**config.mk**
```make
export PLATFORM = sky130hd
export DESIGN_NAME = product_accumulator
export DESIGN_NICKNAME = d
export VERILOG_FILES = /design/src/rtl/product_acc_pkg.sv /design/src/rtl/acc_add_sat.sv /design/src/rtl/product_accumulator.sv
export SDC_FILE = /design/constraint.sdc
export NUM_CORES = 1
export LEC_CHECK = 0
export CAP_MARGIN = 15
export CORE_ASPECT_RATIO = 1.5
export CORE_MARGIN = 4
export CORE_UTILIZATION = 61
export CTS_CLUSTER_SIZE = 40
export DETAILED_ROUTE_END_ITERATION = 16
export DONT_BUFFER_PORTS = 1
export PLACE_DENSITY = 0.77
export SKIP_LAST_GASP = 1
export SLEW_MARGIN = 0
export SYNTH_ARGS = -nofsm -noshare
export SYNTH_HDL_FRONTEND = slang
export SYNTH_HIERARCHICAL = 1
export SYNTH_SLANG_ARGS = --single-unit
```
**constraint.sdc**
```tcl
create_clock -name clk -period 6.2 [get_ports clk]
set_input_delay 1.24 -clock clk [delete_from_list [all_inputs] [get_ports clk]]
set_output_delay 1.24 -clock clk [all_outputs]
set_load 0.03 [all_outputs]
```
**src/rtl/product_acc_pkg.sv**
```systemverilog
// Shared types and sizing helpers for the product accumulator.
// The optional clamp-on-overflow behaviour is selected with PRODUCT_ACC_SATURATE_EN
// (see acc_add_sat).
package product_acc_pkg;

  // ACCUM collects products, HOLD presents the batch sum downstream
  typedef enum logic {
    ACCUM = 1'b0,
    HOLD  = 1'b1
  } acc_state_e;

  // Default batch length and the counter width that goes with it
  localparam int COUNT_DEFAULT = 4;
  localparam int CNT_W_DEFAULT = $clog2(COUNT_DEFAULT + 1);

  // Counter width for an arbitrary batch length
  function automatic int cnt_width(input int count);
    return $clog2(count + 1);
  endfunction

endpackage

```
**src/rtl/acc_add_sat.sv**
```systemverilog
// Combinational accumulator adder with carry-out.
// With PRODUCT_ACC_SATURATE_EN defined the sum clamps to all-ones on a carry;
// otherwise it wraps modulo 2^ACC_W. The carry is reported either way.
module acc_add_sat #(
  parameter int ACC_W = 12
) (
  input  logic [ACC_W-1:0] i_a,
  input  logic [ACC_W-1:0] i_b,
  output logic [ACC_W-1:0] o_sum,
  output logic             o_carry
);

  logic [ACC_W:0] w_raw;

  assign w_raw   = {1'b0, i_a} + {1'b0, i_b};
  assign o_carry = w_raw[ACC_W];

`ifdef PRODUCT_ACC_SATURATE_EN
  // Once clamped, further additions carry again and re-clamp, so the sum stays all-ones
  assign o_sum = w_raw[ACC_W] ? {ACC_W{1'b1}} : w_raw[ACC_W-1:0];
`else
  assign o_sum = w_raw[ACC_W-1:0];
`endif

endmodule

```
**src/rtl/product_accumulator.sv**
```systemverilog
// Batch accumulator sitting behind the 3x3 multiplier: sums COUNT products
// ({in_cout, in_product}, zero-extended) and hands the sum downstream with an
// overflow flag. Saturation instead of wrap is enabled by PRODUCT_ACC_SATURATE_EN.
module product_accumulator
  import product_acc_pkg::*;
#(
  parameter int PROD_W = 6,
  parameter int ACC_W  = 12,
  parameter int COUNT  = 4
) (
  input  logic              clk,
  input  logic              rst_n,
  input  logic              clr,
  input  logic              in_valid,
  output logic              in_ready,
  input  logic [PROD_W-1:0] in_product,
  input  logic              in_cout,
  output logic              out_valid,
  input  logic              out_ready,
  output logic [ACC_W-1:0]  out_sum,
  output logic              out_overflow
);

  localparam int CNT_W = cnt_width(COUNT);
  localparam logic [CNT_W-1:0] LAST_CNT = CNT_W'(COUNT - 1);

  acc_state_e       r_state;
  logic [ACC_W-1:0] r_acc;
  logic [CNT_W-1:0] r_cnt;
  logic             r_ovf;

  logic [ACC_W-1:0] w_operand;
  logic [ACC_W-1:0] w_sum;
  logic             w_carry;
  logic             w_in_ready;
  logic             w_out_valid;
  logic             w_in_fire;
  logic             w_out_fire;

  // Handshake qualifiers depend only on state and clr; clr masks both sides
  // so neither a product nor a pending sum can be exchanged while clearing
  assign w_in_ready  = (r_state == ACCUM) && !clr;
  assign w_out_valid = (r_state == HOLD) && !clr;
  assign w_in_fire   = w_in_ready && in_valid;
  assign w_out_fire  = w_out_valid && out_ready;

  // Zero-extend the multiplier result (cout is the top operand bit)
  always_comb begin
    w_operand             = '0;
    w_operand[PROD_W:0]   = {in_cout, in_product};
  end

  acc_add_sat #(
    .ACC_W(ACC_W)
  ) u_add (
    .i_a    (r_acc),
    .i_b    (w_operand),
    .o_sum  (w_sum),
    .o_carry(w_carry)
  );

  // Batch FSM: accumulate COUNT products, then hold the sum until it is taken
  always_ff @(posedge clk or negedge rst_n) begin
    if (!rst_n) begin
      r_state <= ACCUM;
      r_acc   <= '0;
      r_cnt   <= '0;
      r_ovf   <= 1'b0;
    end else if (clr) begin
      r_state <= ACCUM;
      r_acc   <= '0;
      r_cnt   <= '0;
      r_ovf   <= 1'b0;
    end else begin
      case (r_state)
        ACCUM: begin
          if (w_in_fire) begin
            r_acc <= w_sum;
            r_ovf <= r_ovf | w_carry;
            if (r_cnt == LAST_CNT) begin
              r_cnt   <= '0;
              r_state <= HOLD;
            end else begin
              r_cnt <= r_cnt + 1'b1;
            end
          end
        end
        HOLD: begin
          if (w_out_fire) begin
            r_acc   <= '0;
            r_ovf   <= 1'b0;
            r_state <= ACCUM;
          end
        end
        default: begin
          r_state <= ACCUM;
        end
      endcase
    end
  end

  assign in_ready     = w_in_ready;
  assign out_valid    = w_out_valid;
  assign out_sum      = w_out_valid ? r_acc : '0;
  assign out_overflow = w_out_valid & r_ovf;

endmodule
```
==> results.toml, run 1 <==
[run_status]
outcome = "complete, no violations"

[sta]
max_freq_mhz = 305.0
rsz0062_at_grt = "false"
max_slew.worst_pin.slew_ns = 1.043
fin_crit_sh_pct = 52.87
max_slew_margin_pct = 30.15
hold_viol_final = 0
drv_slew = 0
fin_crit_ns = 3.278
finClkSkew_ns = 0.005092
setup-violations-final = 0
setup_tns_ns = 0

[global_routing]
antenna_found_initial = 0
grt_overflow_total = 0
grt_usage_pct = 22.54
grt_max_degree = 18
grt_pass1_wl_um = 5112
grt_pass1_vias = 1147

[detailed_routing]
vias = 1168
wl_per_cell_um = 17.28
drc = 0
drtIter0Drc = 32
ant_nets = 0
finalWirelength_um = 3041
dr.pass1.iters = 4
viasPerCell = 6.636

[yosys]
synth_area_leaders = "dfrtp_1 30%, ha_1 12%, a22o_1 7.5%"
synthAdderAreaFrac_pct = 13.00
synth_xor_area_share_pct = 4.363
synthMuxAreaShare_pct = 0
ys.flop_type = "dfrtp_1"
synthesis.area_um2 = 1405
syn_inst = 149
ys_ff_latch = 17
synth_compound_area_share_pct = 26.54
synth_most_common_cell = "dfrtp_1"
synth_area_per_cell_um2 = 9.430
synth_top_area_cell = "dfrtp_1"
ys_seq_area_share_pct = 30.28
ys_warn_count = 6
async_flop_share_pct = 100.0
synth_common_cells = "17 x dfrtp_1, 14 x and2_1, 13 x ha_1"
synthDistinctLibCells = 42
yosysTopAreaCellShare_pct = 30.28
synth_top_family_by_area = "compound AO/OA/AOI/OAI gates"
synth_edf_count = 0
synth-simple-area-share_pct = 22.08

[worst_setup_path]
path_buf_inv = 1
crit_fanout = 12
crit_path_top_delay_cell = "and2_1"
regToRegEndpoint = "r_ovf"
worstSetupPathType = "in2out"
crit_chain = "nor2b_1 -> buf_4 -> and2_1"
rrSetupSlack_ns = 3.84
reg2regPathDepth = 8
cp.required_ns = 4.96
path_delay_family = "simple AND/OR/NAND/NOR gates"
endpoint_kind = "primary output"
cp.arrival_ns = 2.04
cpPeakStageDelay_ns = 0.34
r2r-start = "r_acc[0]"
start_kind = "input port"

[clocking]
cts-root-buf = "clkbuf_4"
cts_repair_resize_count = 0
path_clk_slew_ns = 0.10
cts_made_buffers = 3
hold_buffers = 0
post_cts_buffers = 0
cts.sinks = 17
ctsLongestPathBuffers = 2
htreeDepth = 1
cts_tree = "yes"
worstSkewPairLatency_ns = 0.30

[finish]
fin_nets = 180
syn2layout_area_growth_pct = 3.384
antenna_cells = 0
fin_util_pct = 65.82
drive_gt1_share_pct = 7.190

[floorplanning]
dieArea_um2 = 3151
start_util_pct = 63.66
ios = 27
dieWidth_um = 47.19
coreArea_um2 = 2207
row_count = 21
die_h_um = 66.78

[placed_design]
place_hpwl_um = 2302
io_buffer_count = 0
gp_congestion = 0.8781

[hold_path]
min_delay_worst_endpoint = "r_cnt[2]"
hold_path.class = "reg2reg"
hold_depth = 2
hold_start = "r_cnt[2]"

[power_and_ir_drop]
p_leak_nw = 0.7060
vdd_drop_max_mv = 0.1583
p_per_area_nw_per_um2 = 239.4

[job]
maxCapViolations = 0
metal layers:
| layer | GRT usage (%) | routed length (um) | part of all wire [%] | up-vias |
|---|---|---|---|---|
| li1 | - | - | - | 564 |
| met1 | 27.42 | 1267 | 42 | 561 |
| met2 | 37.24 | 1517 | 50 | 39 |
| met3 | 3.784 | 206 | 6.8 | 4 |
| met4 | 10.03 | 49 | 1.6 | 0 |
| met5 | 0 | 0 | 0 | - |
sequential cells by signal (all words and copies together) (netlist names):
register,cells
r_acc,12
r_cnt,3
r_ovf,1
r_state,1
kinds of logic (layout without fill, tap and decap cells):
group           count (synthesis)  after routing
flops                          17             17
xor+xnor                        7              7
compound gates                 49             49
buf+inv                        10             10
simple gates                   51             51
other cells                     1              5
fa+ha+maj                      14             14
stage by stage:
| step | cells | total power [mW] | area, um2 | worst slack (ns) | hold slack (ns) |
|---|---|---|---|---|---|
| finish | 176 | 0.3478 | 1453 | 2.922 | 0.5274 |
| global route | 176 | 0.3732 | 1453 | 2.860 | 0.5673 |
| CTS | 176 | 0.3475 | 1453 | 2.914 | 0.5360 |
| detailed placement | 172 | 0.2835 | 1426 | 2.920 | 0.5020 |
| global placement | 172 | 0.2779 | 1426 | 2.951 | 0.5040 |
| floorplan | 153 | 0.2597 | 1420 | 2.746 | 0.4858 |
tightest hold or removal path, delay by kind of cell (launching register included):
family                 cells  cell delay [ns]
AO/OA/AOI/OAI              1             0.05
buffers and inverters      1             0.07
flip-flops                 1             0.39
cells in the final DEF (no fill, tap or decap), types with 2 or more instances in the layout:
master,instances
nor2b_1,4
a2111oi_0,3
dfrtp_1,17
or4_1,3
nand3_1,6
ha_1,13
and2_1,14
nand2_1,4
o211ai_1,3
o21ai_0,2
nand2b_1,3
xnor2_1,5
o31ai_1,2
a21o_1,6
nor3b_1,2
conb_1,5
clkbuf_4,3
a22o_1,12
a21boi_0,2
a21oi_1,9
inv_1,5
a211oi_1,2
nor2_1,6
xor2_1,2
a31o_1,2
cell type report:
cell class              count  area [um2]
repair buffers              1       7.507
inverters                   5       18.77
well taps                  23       28.78
fillers                   194       754.5
multi-input cells         126       945.9
clock buffers               4       26.28
flip-flops and latches     17       425.4
report_power, final:
part / switching (mW) / internal, mW
Clock: 0.0367 / 0.0251
Sequential: 0.0112 / 0.124
Combinational: 0.0799 / 0.0704
how the worst max path moves through the flow:
| stage | slack [ns] | end | startpoint | cells after the start |
|---|---|---|---|---|
| 6_report | 2.92 | out_sum[8] | clr | 3 |
| 5_1_grt | 2.86 | out_sum[8] | clr | 3 |
| 4_1_cts | 2.91 | out_sum[8] | clr | 3 |
| 3_5_place_dp | 2.92 | out_sum[8] | clr | 3 |
| 3_3_place_gp | 2.95 | out_sum[4] | clr | 3 |
| 2_1_floorplan | 2.75 | out_sum[0] | clr | 4 |
Power figures use the tool's default switching activity.
==> run 2, diff against run 1 <==
==> constraint.sdc (replaced) <==
create_clock -name clk -period 3.15 [get_ports clk]
set_input_delay 0.63 -clock clk [delete_from_list [all_inputs] [get_ports clk]]
set_output_delay 0.63 -clock clk [all_outputs]
set_load 0.03 [all_outputs]
==> run 2 against run 1 <==
  * Setup slack worse by 2.2 ns
  * Worst hold slack worse by 0.50 ns
  * Count of clock-buffer cells in the layout did not move
  * Global-route usage fell by 0.65 points
  * Flip-flop and latch count is the same
  * Highest routed layer unchanged
  * Sequential share of layout area unchanged
  * Critical path depth is the same
  * Final cell count unchanged
  * First-iteration DRC count up 53%
  * Critical endpoint is now out_sum[0]
  * Non-clock buffer count is the same
  * Critical path type is now reg2out
  * Sequential power is 96% higher
==> results.toml, run 2 (same netlist as run 1, synthesis figures left out) <==
[floorplanning]
dieArea_um2 = 3151
row_count = 21
dieWidth_um = 47.19
coreArea_um2 = 2207
ios = 27
start_util_pct = 63.66
die_h_um = 66.78

[global_routing]
grt_usage_pct = 21.89
use_met1_pct = 27.55
grt_pass1_wl_um = 5078
top_usage_layer = "met2"
grt_max_degree = 18
gr-usage-met2_pct = 37.76
gr-usage-met3_pct = 3.514
grt_overflow_total = 0
grt_pass1_vias = 1156
antenna_found_initial = 0

[detailed_routing]
wl_per_cell_um = 17.10
dr.pass1.iters = 4
ant_nets = 0
viasPerCell = 6.653
vias = 1171
drc = 0
drtIter0Drc = 49
finalWirelength_um = 3010

[power_and_ir_drop]
netSwitchingFraction_pct = 35.90
p_sw_mw = 0.2421
vdd_drop_max_mv = 0.3050
p_leak_nw = 0.7060
seq_power_share_pct = 39.7
pwr-share-comb_pct = 43.8
clkPwrFrac_pct = 16.6
intPower_mw = 0.4322
p_per_area_nw_per_um2 = 464.2

[worst_setup_path]
r2r-start = "r_acc[0]"
cpPeakStageDelay_ns = 0.47
cp.required_ns = 2.52
path_buf_inv = 1
crit_chain = "nor2b_1 -> buf_4 -> and2_1"
path_delay_family = "simple AND/OR/NAND/NOR gates"
cp.arrival_ns = 1.79
endpoint_kind = "primary output"
start_kind = "flop"
worstSetupPathType = "reg2out"
crit_path_top_delay_cell = "dfrtp_1"
crit_fanout = 10
startpoint = "r_state"

[clocking]
cts.sinks = 17
worstSkewPairLatency_ns = 0.28
cts_made_buffers = 3
path_clk_slew_ns = 0.10
hold_buffers = 0
post_cts_buffers = 0
htreeDepth = 1
cts-root-buf = "clkbuf_4"
cts_tree = "yes"
ctsLongestPathBuffers = 2
cts_repair_resize_count = 0

[sta]
fin_crit_sh_pct = 76.78
drv_slew = 0
whs_ns = 0.02943
rsz0062_at_grt = "false"
fin_crit_ns = 2.419
max_slew.worst_pin.slew_ns = 1.033
timing.final.ws_setup_ns = 0.7313
finClkSkew_ns = 0.006157
max_freq_mhz = 413.5
max_slew_margin_pct = 30.83
setup-violations-final = 0
setup_tns_ns = 0
hold_viol_final = 0

[finish]
drive_gt1_share_pct = 7.190
register_area_um2 = 425.4
multi_input_area_um2 = 945.9
largest_register_ffs = 12
reg_top3 = "r_acc: 12 flops, r_cnt: 3 flops"
num-fill-cells = 187
syn2layout_area_growth_pct = 3.384
layout_commonest_cell = "dfrtp_1"
top_register = "r_acc"
final_cell_mix = "17 x dfrtp_1, 14 x and2_1, 13 x ha_1"
antenna_cells = 0
fin_nets = 180

[placed_design]
dp_slack_ns = 0.6677
place_hpwl_um = 2316
gp_congestion = 0.8558
io_buffer_count = 0

[run_status]
outcome = "complete, no violations"

[job]
maxCapViolations = 0

[hold_path]
hold_path.class = "in2async"
run 2: cell counts in the layout (fill, tap and decap cells not counted):
No cell type changed its count.
run 2: final timing paths:
path                            cells past startpoint  slack [ns]         end
worst max-delay path                                3        0.73  out_sum[0]
worst min-delay path                                0        0.03    r_acc[8]
worst max register to register                      8        0.84       r_ovf
worst min register to register                      2        0.53    r_cnt[2]
max in group asynchronous                           0        3.05    r_acc[9]
min in group clk                                    1        0.41    r_cnt[2]
run 2: per-layer routing:
| layer | vias up | wire length, um |
|---|---|---|
| li1 | 566 | - |
| met1 | 569 | 1294 |
| met5 | - | 0 |
| met2 | 32 | 1537 |
| met3 | 4 | 159 |
| met4 | 0 | 19 |
run 2: metrics by stage:
step,total power [mW],std cells,util (%),cell area [um2]
2_1_floorplan,0.5112,153,-,1420
3_3_place_gp,0.5489,172,64.63,1426
3_5_place_dp,0.5575,172,64.63,1426
4_1_cts,0.6746,176,65.82,1453
5_1_grt,0.7235,176,65.82,1453
6_report,0.6743,176,65.82,1453
run 2: power by group through the flow:
stage / combinational, mW / sequential (mW) / clock, mW
finish: 0.295 / 0.267 / 0.112
global placement: 0.279 / 0.270 / 0
floorplan: 0.247 / 0.264 / 0
detailed placement: 0.286 / 0.271 / 0
CTS: 0.288 / 0.268 / 0.119
global route: 0.329 / 0.272 / 0.123
run 2: final cells by class:
cell class | count | area share (%)
flip-flops and latches | 17 | 29.29
well taps | 23 | 1.981
clock buffers | 4 | 1.809
repair buffers | 1 | 0.5168
inverters | 5 | 1.292
multi-input cells | 126 | 65.12
==> run 3, diff against run 2 <==
==> constraint.sdc (replaced) <==
create_clock -name clk -period 2.44 [get_ports clk]
set_input_delay 0.488 -clock clk [delete_from_list [all_inputs] [get_ports clk]]
set_output_delay 0.488 -clock clk [all_outputs]
set_load 0.03 [all_outputs]
==> run 3 against run 2 <==
  * Combinational power grew 36%
  * Die area did not move
  * Critical path depth up 5
  * Global-route usage rose by 2.7 points
  * Flip-flop and latch count unchanged
  * Utilization grew 5.8 points
  * Setup slack got worse by 0.60 ns
  * Total power increased by 34%
  * Largest cell class unchanged
  * Highest routed layer unchanged
==> results.toml, run 3 (same netlist as run 1, synthesis figures left out) <==
[worst_setup_path]
crit_path_top_delay_cell = "fa_1"
cpPeakStageDelay_ns = 0.44
path_buf_inv = 0
cp.arrival_ns = 2.50
crit_fanout = 3
start_kind = "flop"
path_delay_family = "compound AO/OA/AOI/OAI gates"
cp.required_ns = 2.62
cp_common_cell = "a31o_1"
crit_chain = "ha_1 -> fa_1 -> a211oi_2 -> o21ai_0 -> a31o_1 -> a31o_1 -> a21oi_1 -> nor2_1"
worstSetupPathType = "reg2reg"
endpoint_kind = "flop"

[sta]
setup-violations-final = 0
rsz0062_at_grt = "false"
setup_tns_ns = 0
finClkSkew_ns = 0.01069
fin_crit_ns = 2.313
max_slew.worst_pin.slew_ns = 0.8015
hold_viol_final = 0
fin_crit_sh_pct = 94.80
max_slew_margin_pct = 46.39
max_freq_mhz = 432.3
drv_slew = 0

[placed_design]
dp_cells = 187
place_hpwl_um = 2514
gp_congestion = 0.8438
io_buffer_count = 0

[finish]
antenna_cells = 0
multi_input_area_um2 = 950.9
fin_util_pct = 71.60
num-fill-cells = 185
syn2layout_area_growth_pct = 12.47
layout.cells.non_filler = 192
register_area_um2 = 425.4
final_cell_mix = "17 x dfrtp_1, 16 x buf_4, 14 x and2_1"
fin_nets = 196
reg_top3 = "r_acc: 12 flops, r_cnt: 3 flops"
top_register = "r_acc"
layout_commonest_cell = "dfrtp_1"
drive_gt1_share_pct = 15.98
largest_register_ffs = 12

[global_routing]
grt_usage_pct = 24.62
antenna_found_initial = 0
grt_overflow_total = 0
grt_pass1_vias = 1327
grt_max_degree = 18
grt_pass1_wl_um = 5644

[detailed_routing]
wl_per_cell_um = 17.13
drtIter0Drc = 18
finalWirelength_um = 3289
vias = 1242
ant_nets = 0
dr.pass1.iters = 4
drc = 0
viasPerCell = 6.469

[floorplanning]
dieArea_um2 = 3151
start_util_pct = 63.66
die_h_um = 66.78
dieWidth_um = 47.19
ios = 27
coreArea_um2 = 2207
row_count = 21

[job]
maxCapViolations = 0

[clocking]
htreeDepth = 1
post_cts_buffers = 0
worstSkewPairLatency_ns = 0.29
cts_tree = "yes"
cts-root-buf = "clkbuf_4"
cts_made_buffers = 3
path_clk_slew_ns = 0.11
ctsLongestPathBuffers = 2
cts.sinks = 17

[power_and_ir_drop]
vdd_drop_max_mv = 0.3486
p_per_area_nw_per_um2 = 570.5
p_leak_nw = 0.7918

[run_status]
outcome = "complete, no violations"

[hold_path]
hold_path.class = "in2reg"
[run 3: through the flow]
step                setup slack (ns)  instance area [um2]  power [mW]  hold WS (ns)
floorplan                     0.2681                 1420      0.6599        0.1924
global placement              0.1798                 1539      0.7152        0.1929
detailed placement           0.05819                 1539      0.7304        0.1929
CTS                          0.06512                 1575      0.8961        0.2408
global route                 0.05329                 1580      0.9662        0.2384
finish                        0.1269                 1580      0.9015        0.2561
[run 3: path summary, 6_finish.rpt]
kind                                from        to  slack, ns  depth (start not counted)
worst max-delay path            r_acc[0]     r_ovf       0.13                          8
worst min-delay path                 clr  r_cnt[2]       0.26                          1
worst max register to register  r_acc[0]     r_ovf       0.13                          8
worst min register to register  r_cnt[2]  r_cnt[2]       0.53                          2
max in group asynchronous          rst_n  r_cnt[1]       1.22                          1
min in group asynchronous          rst_n  r_acc[1]       0.71                          1
[run 3: power by group]
| group | switching [mW] | internal (mW) |
|---|---|---|
| Sequential | 0.0288 | 0.316 |
| Combinational | 0.215 | 0.187 |
| Clock | 0.0905 | 0.0636 |
[run 3: what timing repair did]
| action | in CTS | in global routing |
|---|---|---|
| hold endpoints to repair | 17 | 0 |
| gates resized for setup | 0 | 1 |
| endpoints found under the setup margin | 0 | 1 |
| hold buffers | 1 | 0 |
[run 3: final cells by class]
class	count	share of cell area, %
inverter	5	1.188
clock buffer	4	1.663
sequential	17	26.92
timing repair buffer	17	8.234
multi-input combinational	126	60.17
tap	23	1.821
[run 3: metal layers]
| metal | routed length, um | vias up | global-route usage (%) |
|---|---|---|---|
| li1 | - | 598 | - |
| met1 | 1322 | 597 | 27.82 |
| met2 | 1694 | 37 | 42.69 |
| met3 | 178 | 10 | 4.324 |
| met4 | 93 | 0 | 11.07 |
| met5 | 0 | - | 0 |
[run 3: worst reg2reg max path, stage by stage, from the launching register on]
cell and delay [ns]:
dfrtp_1 0.41, ha_1 0.24, fa_1 0.45, a211oi_2 0.29, o21ai_0 0.20, a31o_1 0.24
a31o_1 0.20, a21oi_1 0.12, nor2_1 0.05
==> patch (config.mk and constraints of run 1) <==
Build with the macro `PRODUCT_ACC_SATURATE_EN` defined.
--- a/src/rtl/acc_add_sat.sv
+++ b/src/rtl/acc_add_sat.sv
@@ -1,6 +1,8 @@
 // Combinational accumulator adder with carry-out.
 // With PRODUCT_ACC_SATURATE_EN defined the sum clamps to all-ones on a carry;
 // otherwise it wraps modulo 2^ACC_W. The carry is reported either way.
+`define PRODUCT_ACC_SATURATE_EN
+
 module acc_add_sat #(
   parameter int ACC_W = 12
 ) (
Behaviour: no difference found for any inputs over 10 cycles, from zero or initial values and one cycle with rst_n low; that may be too few to reach the edited logic, so the function may still have changed.
==> patch against run 1 <==
Worst setup slack got worse by 0.11 ns. Total power rose by 14%. Sequential cell count unchanged. Register-to-register slack lost 0.53 ns. Worst hold slack improved by 0.0070 ns. Utilization rose by 1.7 points. Area after synthesis down 1.8%. Wire length fell by 4.7%. Global-route usage is 1.1 points lower. Cell area down 2.2%. Critical path type is now in -> reg. Largest power group unchanged.
==> patch: results (changes against run 1) <==
Status
  – Status: finished clean

Pwr
  – IR drop worst, VDD: 143.7 uV (-9.2%)
  – Leakage: 0.7083 nW (+0.33%)

Layout
  – Fraction of layout cells with a size suffix above 1: 14.09% (+6.9 points)

Route
  – Vias per std cell: 6.421 (-3.2%)
  – Detailed router's first-iteration violation count: 19 (-41%)
  – Total number of vias: 1098 (-6.0%)
  – Wirelength per Cell: 16.95 microns (-1.9%)

CTS
  – Post-CTS sizing: 0 (unchanged)

STA
  – Skew final: 0.002390 ns (-0.002702 ns)
  – Slew margin rel.: 38.27% (+8.1 points)

Global routing
  – Pin count of the biggest net entering global routing: 18 (unchanged)
  – Vias in the first global route: 1154 (+0.61%)

Critical path
  – Max incr delay on CP: 0.61 ns (+0.27 ns)
  – Crit path max-delay family: compound AO/OA/AOI/OAI gates
  – CP max-delay cell: a21boi_2

Logic synthesis
  – Sequential-to-total area share from yosys stat: 30.83% (+0.55 points)
  – Synth cell count leaders: dfrtp_1, and2_1, ha_1
  – Synth area leaders: dfrtp_1, ha_1, a22o_1

Hold path
  – Hold crit path type: reg -> reg

Placement
  – Placed insts: 167 (-2.9%)
  – Port-buffer cells: 0 (unchanged)
  – Cell area after placement: 1394 sq um (-2.3%)
  – Hpwl dp: 2349 microns (+2.0%)
  – Pre-CTS WS: 2.511 ns (-0.4094 ns)
[patch: worst paths after layout]
check / startpoint / endpoint / slack [ns] / depth (start not counted)
max in group asynchronous: rst_n / r_acc[6] / 5.50 / 0
worst max-delay path: in_product[0] / r_acc[1] / 2.81 / 8
worst min-delay path: r_acc[4] / r_acc[4] / 0.53 / 1
min in group asynchronous: rst_n / r_acc[8] / 0.63 / 0
worst max register to register: r_acc[0] / r_acc[1] / 3.31 / 8
worst min register to register: r_acc[4] / r_acc[4] / 0.53 / 1
[patch: where the power goes]
part,internal [mW],total (mW),switching (mW)
combinational,0.0875,0.193,0.106
clock,0.0250,0.0589,0.0338
sequential,0.128,0.144,0.0162
total,0.241,0.396,0.156
[patch: cell type report]
class / instances / area, sq um
sequential: 17 / 425.4
inverter: 7 / 26.28
multi-input combinational: 120 / 907.1
timing repair buffer: 1 / 7.507
clock buffer: 4 / 26.28
tap: 22 / 27.53
fill: 174 / 681.9
[patch: metal layers]
metal	GRT usage (%)	up-vias	part of all wire, %
met3	1.090	7	5.2
met5	0	-	0
met4	12.46	0	3.1
met1	25.59	531	41
met2	36.05	30	51
li1	-	530	-
[patch: cells by family (layout without fill, tap and decap cells)]
kind of cell | after synthesis | after routing | share of synthesized area (%)
simple gates | 45 | 45 | 19.13
compound gates | 47 | 47 | 26.29
flops | 17 | 17 | 30.83
buf+inv | 12 | 12 | 4.532
fa+ha+maj | 14 | 14 | 13.24
xor+xnor | 9 | 9 | 5.711
other cells | 1 | 5 | 0.2717
